--- src/rtl/hazard_controller.sv ---
// Pipeline hazard unit: forwarding selects, load/branch/mul-div stalls and a multi-cycle mul/div busy tracker.
// Optional macro HAZARD_STALL_CNT_EN adds a 32-bit StallCount output.
module hazard_controller #(
   parameter int unsigned MD_CYCLES = 32
) (
   input  logic       clk,
   input  logic       rst_n,
   input  logic [4:0] RsD,
   input  logic [4:0] RtD,
   input  logic [4:0] RsE,
   input  logic [4:0] RtE,
   input  logic [4:0] WriteRegE,
   input  logic [4:0] WriteRegM,
   input  logic [4:0] WriteRegW,
   input  logic       RegWriteE,
   input  logic       RegWriteM,
   input  logic       RegWriteW,
   input  logic       MemtoRegE,
   input  logic       MemtoRegM,
   input  logic       BranchD,
   input  logic       MulDivStartE,
   output logic [1:0] ForwardAE,
   output logic [1:0] ForwardBE,
   output logic       ForwardAD,
   output logic       ForwardBD,
   output logic       StallF,
   output logic       StallD,
   output logic       FlushE,
   output logic       MdBusy,
   output logic       MdDone
`ifdef HAZARD_STALL_CNT_EN
   ,
   output logic [31:0] StallCount
`endif
);

   typedef enum logic {
      ST_IDLE = 1'b0,
      ST_BUSY = 1'b1
   } state_t;

   localparam logic [7:0] LP_CNT_INIT = 8'(MD_CYCLES - 1);

   state_t     r_state;
   state_t     w_state_nxt;
   logic [7:0] r_cnt;
   logic [7:0] w_cnt_nxt;
   logic       w_md_done;
   logic       w_lwstall;
   logic       w_branchstall;
   logic       w_stall;

   // Execute operand forwarding: the younger M result wins over W.
   always_comb begin
      ForwardAE = 2'b00;
      ForwardBE = 2'b00;
      if ((RsE != 5'd0) && RegWriteM && (RsE == WriteRegM))
         ForwardAE = 2'b10;
      else if ((RsE != 5'd0) && RegWriteW && (RsE == WriteRegW))
         ForwardAE = 2'b01;
      if ((RtE != 5'd0) && RegWriteM && (RtE == WriteRegM))
         ForwardBE = 2'b10;
      else if ((RtE != 5'd0) && RegWriteW && (RtE == WriteRegW))
         ForwardBE = 2'b01;
   end

   assign ForwardAD = (RsD != 5'd0) && RegWriteM && (RsD == WriteRegM);
   assign ForwardBD = (RtD != 5'd0) && RegWriteM && (RtD == WriteRegM);

   assign w_lwstall = MemtoRegE && (RtE != 5'd0) && ((RtE == RsD) || (RtE == RtD));

   // A branch compares in Decode, so it must wait for an E-stage ALU result or an M-stage load.
   assign w_branchstall = BranchD &&
      ((RegWriteE && (WriteRegE != 5'd0) && ((WriteRegE == RsD) || (WriteRegE == RtD))) ||
       (MemtoRegM && (WriteRegM != 5'd0) && ((WriteRegM == RsD) || (WriteRegM == RtD))));

   assign MdBusy  = (r_state == ST_BUSY);
   assign MdDone  = w_md_done;
   assign w_stall = w_lwstall || w_branchstall || MdBusy;
   assign StallF  = w_stall;
   assign StallD  = w_stall;
   assign FlushE  = w_stall;

   always_ff @(posedge clk) begin
      if (!rst_n) begin
         r_state <= ST_IDLE;
         r_cnt   <= 8'd0;
      end else begin
         r_state <= w_state_nxt;
         r_cnt   <= w_cnt_nxt;
      end
   end

   // Start requests are only honoured from IDLE; the busy window is MD_CYCLES-1 cycles.
   always_comb begin
      w_state_nxt = r_state;
      w_cnt_nxt   = r_cnt;
      w_md_done   = 1'b0;
      case (r_state)
         ST_IDLE: begin
            if (MulDivStartE) begin
               w_state_nxt = ST_BUSY;
               w_cnt_nxt   = LP_CNT_INIT;
            end
         end
         ST_BUSY: begin
            w_cnt_nxt = r_cnt - 8'd1;
            if (r_cnt == 8'd1) begin
               w_md_done   = 1'b1;
               w_state_nxt = ST_IDLE;
            end
         end
         default: begin
            w_state_nxt = ST_IDLE;
            w_cnt_nxt   = 8'd0;
         end
      endcase
   end

`ifdef HAZARD_STALL_CNT_EN
   logic [31:0] r_stall_count;

   always_ff @(posedge clk) begin
      if (!rst_n)
         r_stall_count <= 32'd0;
      else if (w_stall)
         r_stall_count <= r_stall_count + 32'd1;
   end

   assign StallCount = r_stall_count;
`endif

endmodule

--- config.mk ---
export PLATFORM = sky130hd
export DESIGN_NAME = hazard_controller
export DESIGN_NICKNAME = d
export VERILOG_FILES = /design/src/rtl/hazard_controller.sv
export SDC_FILE = /design/constraint.sdc
export NUM_CORES = 1
export LEC_CHECK = 0
export BUFFER_PORTS_ARGS = -buffer_cell sky130_fd_sc_hd__clkbuf_2
export CORE_UTILIZATION = 39
export DETAILED_ROUTE_END_ITERATION = 12
export GPL_ROUTABILITY_DRIVEN = 0
export PLACE_DENSITY = 0.69
export SYNTH_ARGS = -nofsm -noshare
export SYNTH_HDL_FRONTEND = slang
export SYNTH_SLANG_ARGS = --single-unit
export TNS_END_PERCENT = 1
--- constraint.sdc ---
create_clock -name clk -period 2.2 [get_ports clk]
set_input_delay 0.11 -clock clk [delete_from_list [all_inputs] [get_ports clk]]
set_output_delay 0.11 -clock clk [all_outputs]
set_load 0.005 [all_outputs]
==> results of run 1 <==
-- per-layer routing --
layer / vias to the layer above / routed length, um / global-route usage
met5: - / 0 / 0
met4: 0 / 4 / 0.04181
met3: 2 / 103 / 0.01361
met2: 31 / 1466 / 0.3294
met1: 551 / 1233 / 0.2452
li1: 620 / - / -
-- layout make-up --
cell class                 count  area (um^2)  share of cell area
inverter                       5        18.77             0.01305
tap                           31        38.79             0.02698
timing repair buffer          54        270.3              0.1880
multi-input combinational    126        903.4              0.6284
sequential                     9        180.2              0.1253
clock buffer                   4        26.28             0.01828
-- power by group through the flow --
stage                     clock [mW]  combinational, mW  sequential, mW
after CTS                      0.128              0.243           0.193
after floorplan                    0              0.166           0.190
after global routing           0.136              0.268           0.195
after global placement             0              0.234           0.196
after detailed placement           0              0.242           0.196
final                          0.122              0.241           0.193
-- metrics by stage --
step / instances / power (mW) / setup WS (ns)
finish: 229 / 0.5554 / 0.3911
global route: 229 / 0.5992 / 0.3321
CTS: 229 / 0.5634 / 0.3867
detailed placement: 225 / 0.4384 / 0.3875
global placement: 225 / 0.4295 / 0.3967
floorplan: 153 / 0.3557 / 0.4524
-- placed cells by master, fill, tap and decap left out, drive strengths merged, types with 3 or more instances in the layout --
cell type / instances
clkbuf: 58
xnor2: 28
xor2: 22
dfxtp: 9
nor2: 9
nor3: 9
nand3: 9
or4: 7
nand2: 6
a21oi: 6
inv: 5
nor4: 5
nand4: 4
a211oi: 3
o21ai: 3
-- registers in the layout, summed over array words and instances, names as in the netlist --
name    count
r_cnt       8
MdBusy      1
-- critical path, delay by kind of cell --
family / cells / cell delay (ns)
AO/OA/AOI/OAI: 2 / 0.20
AND/OR/NAND/NOR: 2 / 1.10
buffers and inverters: 2 / 0.29
-- how the worst min path moves through the flow --
stage / depth (start not counted) / endpoint / start / slack (ns)
finish: 2 / r_cnt[4]$_SDFFE_PN0P_ / rst_n / 0.10
global route: 2 / r_cnt[4]$_SDFFE_PN0P_ / rst_n / 0.12
CTS: 2 / r_cnt[4]$_SDFFE_PN0P_ / rst_n / 0.1
detailed placement: 2 / r_cnt[4]$_SDFFE_PN0P_ / rst_n / 0.36
global placement: 2 / r_cnt[4]$_SDFFE_PN0P_ / rst_n / 0.36
floorplan: 1 / r_cnt[4]$_SDFFE_PN0P_ / rst_n / 0.25
-- cell families (layout without fill, tap and decap cells) --
| logic type | count (synthesis) | after routing | share of synthesized area |
|---|---|---|---|
| AO/OA/AOI/OAI | 17 | 17 | 0.09725 |
| XOR/XNOR | 50 | 50 | 0.3700 |
| adder cells (fa/ha/maj) | 2 | 2 | 0.02114 |
| AND/OR/NAND/NOR | 56 | 56 | 0.2653 |
| multiplexers | 1 | 1 | 0.009513 |
| buffers and inverters | 18 | 63 | 0.08456 |
| flip-flops | 9 | 9 | 0.1522 |
==> impl_metrics.py, run 1 <==
metrics = {
    "sta": {
        "hold_violations": 0,
        "finalCriticalPeriod_ns": 1.809,
        "tns_ns": 0,
        "rsz0062_at_grt": "no",
        "clock.fmax_ghz": 0.5528,
        "holdWs_ns": 0.1050,
        "tightest_slew_ns": 0.4430,
        "drv_slew": 0,
        "skew_ns": 0.003816,
        "setup_viol": 0,
        "relSlewSlack": 0.7019,
        "period_share": 0.8222,
    },
    "clocking": {
        "cts-root-buf": "clkbuf_4",
        "ctsHtreeMaxLevel": 1,
        "cts_resized": 0,
        "numCtsBuffers": 3,
        "cts_tree": "built",
        "cts_hold_buf": 0,
        "clk_latency_ns": 0.25,
        "cts_buffer_depth": 2,
        "clk_pin_slew_ns": 0.05,
        "clkSinkCount": 9,
        "cts_setup_buffers": 0,
    },
    "yosys": {
        "synth_top_area_frac": 0.2072,
        "synth.distinct_cells": 36,
        "yosysMostFrequentCell": "xnor2_1",
        "synth_flop_cell": "dfxtp_1",
        "netlist_area_mm2": 0.001184,
        "syn_nets": 199,
        "synth_top_cell_by_area": "xnor2_1",
        "syn_inst": 153,
        "synth-edff-count": 0,
        "synth_common_cells": "xnor2_1 (28), xor2_1 (22), dfxtp_1 (9), nor2_1 (9), nor3_1 (9)",
        "ys_ff_latch": 9,
        "ys_async_sr_fraction": 0,
        "synth_area_leaders": "xnor2_1 (21%), xor2_1 (16%), dfxtp_1 (15%)",
        "postSynthAreaPerCell_um2": 7.736,
        "synth_warnings": 0,
        "yosysSeqAreaShare": 0.1522,
    },
    "grt": {
        "antenna_found_initial": 0,
        "overflow": 0,
        "grt_pass1_vias": 1100,
        "groute.usage.overall": 0.1855,
        "grt_max_degree": 14,
        "grt_pass1_wl_um": 4850,
    },
    "die": {
        "dieArea_mm2": 0.003259,
        "rows": 19,
        "core_mm2": 0.002805,
        "fp.dieH_um": 57.09,
        "ioPinCount": 55,
        "start_util": 0.4219,
        "die-width_um": 57.09,
    },
    "detailed_routing": {
        "firstDrtPassIters": 8,
        "routed_wl_um": 2807,
        "vias": 1204,
        "drc_errors": 2,
        "drt_iter0_drc": 41,
        "ant_nets": 0,
        "via_per_inst": 5.258,
        "avgRoutedWirePerCell_um": 12.26,
    },
    "power": {
        "power_density_mw_per_mm2": 386.3,
        "swShare": 0.3459,
        "p_int_uw": 363.3,
        "combPwrFrac": 0.434,
        "pwr-share-seq": 0.347,
        "power.switching_uw": 192.1,
        "ir_drop_mv": 0.1687,
        "p_leak_nw": 0.6029,
        "clock_power_share": 0.219,
    },
    "worst_setup_path": {
        "crit_path_frequent_cell": "clkbuf_2",
        "crit_path_end": "FlushE",
        "worstPathArrival_ns": 1.70,
        "r2r-start": "MdBusy$_SDFF_PN0_",
        "slowest_stage": "or4_4",
        "cpPeakStageDelay_ns": 0.55,
        "cp-startpoint": "WriteRegM[1]",
        "rr_worst_depth": 5,
        "r2r-end": "r_cnt[5]$_SDFFE_PN0P_",
        "regToRegSetupSlack_ns": 0.60,
        "cp-end-kind": "output port",
        "path_cells": "clkbuf_2, or4_4, o211ai_2, a21oi_1, or4_1, clkbuf_2",
        "start_kind": "input pin",
        "crit_type": "input pin to output port",
        "worstPathRequired_ns": 2.09,
        "crit_path_max_fanout": 5,
    },
    "place": {
        "place_hpwl_um": 2483,
        "port_buffers": 54,
        "postPlaceCellArea_mm2": 0.001411,
    },
    "final_layout": {
        "fill_cells": 283,
        "finish.net_count": 245,
        "diodes": 0,
        "fin_util": 0.5125,
        "area_growth_pct": 21.46,
        "drive_gt1_frac": 0.3030,
        "stdcell_area_mm2": 0.001438,
    },
    "flow_run": {
        "drv_cap": 0,
    },
    "outcome": {
        "failed_checks": "DRC",
        "status": "finished, violations left",
    },
    "worst_hold_path": {
        "hp-class": "input pin to register",
    },
}
Note: power is estimated with default switching activity, not from simulation.
==> run 2, diff against run 1 <==
--- a/config.mk
+++ b/config.mk
@@ -5,11 +5,12 @@
 export SDC_FILE = /design/constraint.sdc
 export NUM_CORES = 1
 export LEC_CHECK = 0
+export ABC_AREA = 1
 export BUFFER_PORTS_ARGS = -buffer_cell sky130_fd_sc_hd__clkbuf_2
 export CORE_UTILIZATION = 39
 export DETAILED_ROUTE_END_ITERATION = 12
 export GPL_ROUTABILITY_DRIVEN = 0
-export PLACE_DENSITY = 0.69
+export PLACE_DENSITY = 0.67
 export SYNTH_ARGS = -nofsm -noshare
 export SYNTH_HDL_FRONTEND = slang
 export SYNTH_SLANG_ARGS = --single-unit
==> constraint.sdc (replaced) <==
create_clock -name clk -period 1.9 [get_ports clk]
set_input_delay 0.095 -clock clk [delete_from_list [all_inputs] [get_ports clk]]
set_output_delay 0.095 -clock clk [all_outputs]
set_load 0.005 [all_outputs]
==> run 2 against run 1 <==
Effect of this change:
- the run now ends clean
- register-to-register slack gained 0.02 ns
- setup slack improved by 0.13 ns
- global-route usage is 1.6 points higher
- clock skew fell by 0.0035 ns
- sequential share of layout area is 1.7 points lower
- count of clock-buffer cells in the layout unchanged
- core utilization is 1.3 points higher
- via count up 32%
- critical endpoint is now MdDone
==> impl_metrics.py, run 2 <==
metrics = {
    "sta": {
        "drv_slew": 0,
        "tightest_slew_ns": 0.4388,
        "tns_ns": 0,
        "holdWs_ns": 0.09530,
        "hold_violations": 0,
        "finalCriticalPeriod_ns": 1.377,
        "period_share": 0.7248,
        "relSlewSlack": 0.7047,
        "clock.fmax_ghz": 0.7262,
        "rsz0062_at_grt": "no",
        "skew_ns": 0.0003364,
        "setup_viol": 0,
    },
    "die": {
        "fp.dieH_um": 60.70,
        "die-width_um": 60.70,
        "rows": 20,
        "start_util": 0.4262,
        "core_mm2": 0.003153,
        "ioPinCount": 55,
        "dieArea_mm2": 0.003684,
    },
    "worst_hold_path": {
        "hp-class": "input pin to register",
        "holdPathStages": 3,
    },
    "clocking": {
        "cts_setup_buffers": 0,
        "numCtsBuffers": 3,
        "ctsHtreeMaxLevel": 1,
        "cts_tree": "built",
        "cts_resized": 0,
        "cts_buffer_depth": 2,
        "clk_latency_ns": 0.26,
        "clk_pin_slew_ns": 0.06,
        "cts_hold_buf": 0,
        "cts-root-buf": "clkbuf_4",
        "clkSinkCount": 9,
    },
    "grt": {
        "grt_max_degree": 12,
        "overflow": 0,
        "met3_usage": 0.01919,
        "met2_usage": 0.3328,
        "busiest_layer": "met2",
        "antenna_found_initial": 0,
        "grtUsageMet1": 0.2822,
        "grt_pass1_vias": 1281,
        "grt_pass1_wl_um": 5644,
        "groute.usage.overall": 0.2018,
    },
    "worst_setup_path": {
        "crit_type": "register to output port",
        "rr_worst_depth": 5,
        "worstPathArrival_ns": 1.28,
        "crit_path_max_fanout": 3,
        "start_kind": "register",
        "worstPathRequired_ns": 1.80,
        "cp-end-kind": "output port",
    },
    "detailed_routing": {
        "drc_errors": 0,
        "routed_wl_um": 3600,
        "drt_iter0_drc": 94,
        "via_per_inst": 4.663,
        "ant_nets": 0,
        "vias": 1590,
        "firstDrtPassIters": 4,
        "avgRoutedWirePerCell_um": 10.56,
    },
    "yosys": {
        "synth_top_area_frac": 0.2235,
        "synth-edff-count": 0,
        "syn_inst": 245,
        "synth.distinct_cells": 27,
        "ys_ff_latch": 9,
        "synth_warnings": 0,
        "ys_async_sr_fraction": 0,
        "yosysSeqAreaShare": 0.1341,
        "synth_top_cell_by_area": "nand2_1",
        "synth_flop_cell": "dfxtp_1",
        "synth_area_leaders": "nand2_1 (22%), dfxtp_1 (13%), inv_1 (11%)",
        "syn_nets": 291,
        "netlist_area_mm2": 0.001344,
        "yosysMostFrequentCell": "nand2_1",
        "postSynthAreaPerCell_um2": 5.485,
        "synth_common_cells": "nand2_1 (80), inv_1 (40), nor2_1 (24)",
    },
    "final_layout": {
        "drive_gt1_frac": 0.2189,
        "final_common_cell": "nand2_1",
        "area_growth_pct": 23.37,
        "finish.net_count": 344,
        "largest_reg_flops": 8,
        "top_register": "r_cnt",
        "final_cell_mix": "nand2_1 (80), clkbuf_2 (54), inv_1 (40)",
        "diodes": 0,
    },
    "flow_run": {
        "drv_cap": 0,
    },
    "power": {
        "pwr-share-seq": 0.328,
        "swShare": 0.3955,
        "p_int_uw": 416.0,
        "clock_power_share": 0.220,
        "combPwrFrac": 0.451,
        "power.switching_uw": 272.2,
        "ir_drop_mv": 0.3797,
        "power_density_mw_per_mm2": 415.1,
        "p_leak_nw": 0.9480,
    },
    "outcome": {
        "status": "finished, final reports clean",
    },
    "place": {
        "port_buffers": 54,
        "place_hpwl_um": 3011,
    },
}
[run 2: cell count changes after synthesis, moves of 6 or more]
| cell | before | now |
|---|---|---|
| nand2_1 | 6 | 80 |
| inv_1 | 5 | 40 |
| xnor2_1 | 28 | 9 |
| nor2_1 | 9 | 24 |
| xor2_1 | 22 | 9 |
| nand3_1 | 8 | 16 |
| o21ai_0 | 1 | 9 |
| clkbuf_1 | 7 | 0 |
| or4_1 | 6 | 0 |
[run 2: worst paths after layout]
check / startpoint / slack [ns] / to
setup / recovery: r_cnt[2]$_SDFFE_PN0P_ / 0.52 / MdDone
hold / removal: rst_n / 0.1 / r_cnt[5]$_SDFFE_PN0P_
setup reg to reg: MdBusy$_SDFF_PN0_ / 0.62 / r_cnt[7]$_SDFFE_PN0P_
hold reg to reg: r_cnt[7]$_SDFFE_PN0P_ / 0.47 / r_cnt[7]$_SDFFE_PN0P_
[run 2: final cells by class]
type	instances	area [um^2]
clock buffers	4	26.28
flip-flops and latches	9	180.2
multi-input cells	187	964.7
fillers	362	1495
inverters	43	161.4
repair buffers	54	270.3
well taps	44	55.05
[run 2: critical path, stage by stage, from the launching register on]
cell and delay (ns):
dfxtp_1 0.32, inv_1 0.08, nand2_1 0.09, nor3_1 0.18, nand2_1 0.09, nor2_1 0.13, clkbuf_2 0.13
[run 2: power groups by stage]
stage / clock network, mW / logic [mW] / registers (mW)
after floorplan: 0 / 0.204 / 0.223
final: 0.152 / 0.310 / 0.226
after global routing: 0.166 / 0.355 / 0.229
after CTS: 0.155 / 0.312 / 0.226
after global placement: 0 / 0.310 / 0.230
after detailed placement: 0 / 0.310 / 0.230
[run 2: routing by layer]
layer	up-vias	part of all wire
li1	886	-
met1	651	0.51
met2	49	0.43
met3	4	0.052
met4	0	0.010
met5	-	0
[run 2: cell families (layout without fill, tap and decap cells)]
| group | Yosys count | in the layout | share of synthesized area |
|---|---|---|---|
| DFF | 9 | 9 | 0.1341 |
| AOI/OAI and AO/OA | 30 | 30 | 0.1406 |
| buffers and inverters | 49 | 101 | 0.1480 |
| xor gates and xnor gates | 18 | 18 | 0.1173 |
| adders and majority gates | 2 | 2 | 0.01862 |
| and+or+nand+nor | 137 | 137 | 0.4414 |
[run 2: metrics by stage]
stage          cells  area, um^2  utilization  worst slack, ns  power [mW]
6_report         341        1658       0.5258           0.5229      0.6881
5_1_grt          341        1658       0.5258           0.3880      0.7500
4_1_cts          341        1658       0.5258           0.5038      0.6922
3_5_place_dp     337        1632       0.5175           0.6294      0.5401
3_3_place_gp     337        1632       0.5175           0.6424      0.5401
2_1_floorplan    245        1344            -           0.7864      0.4268
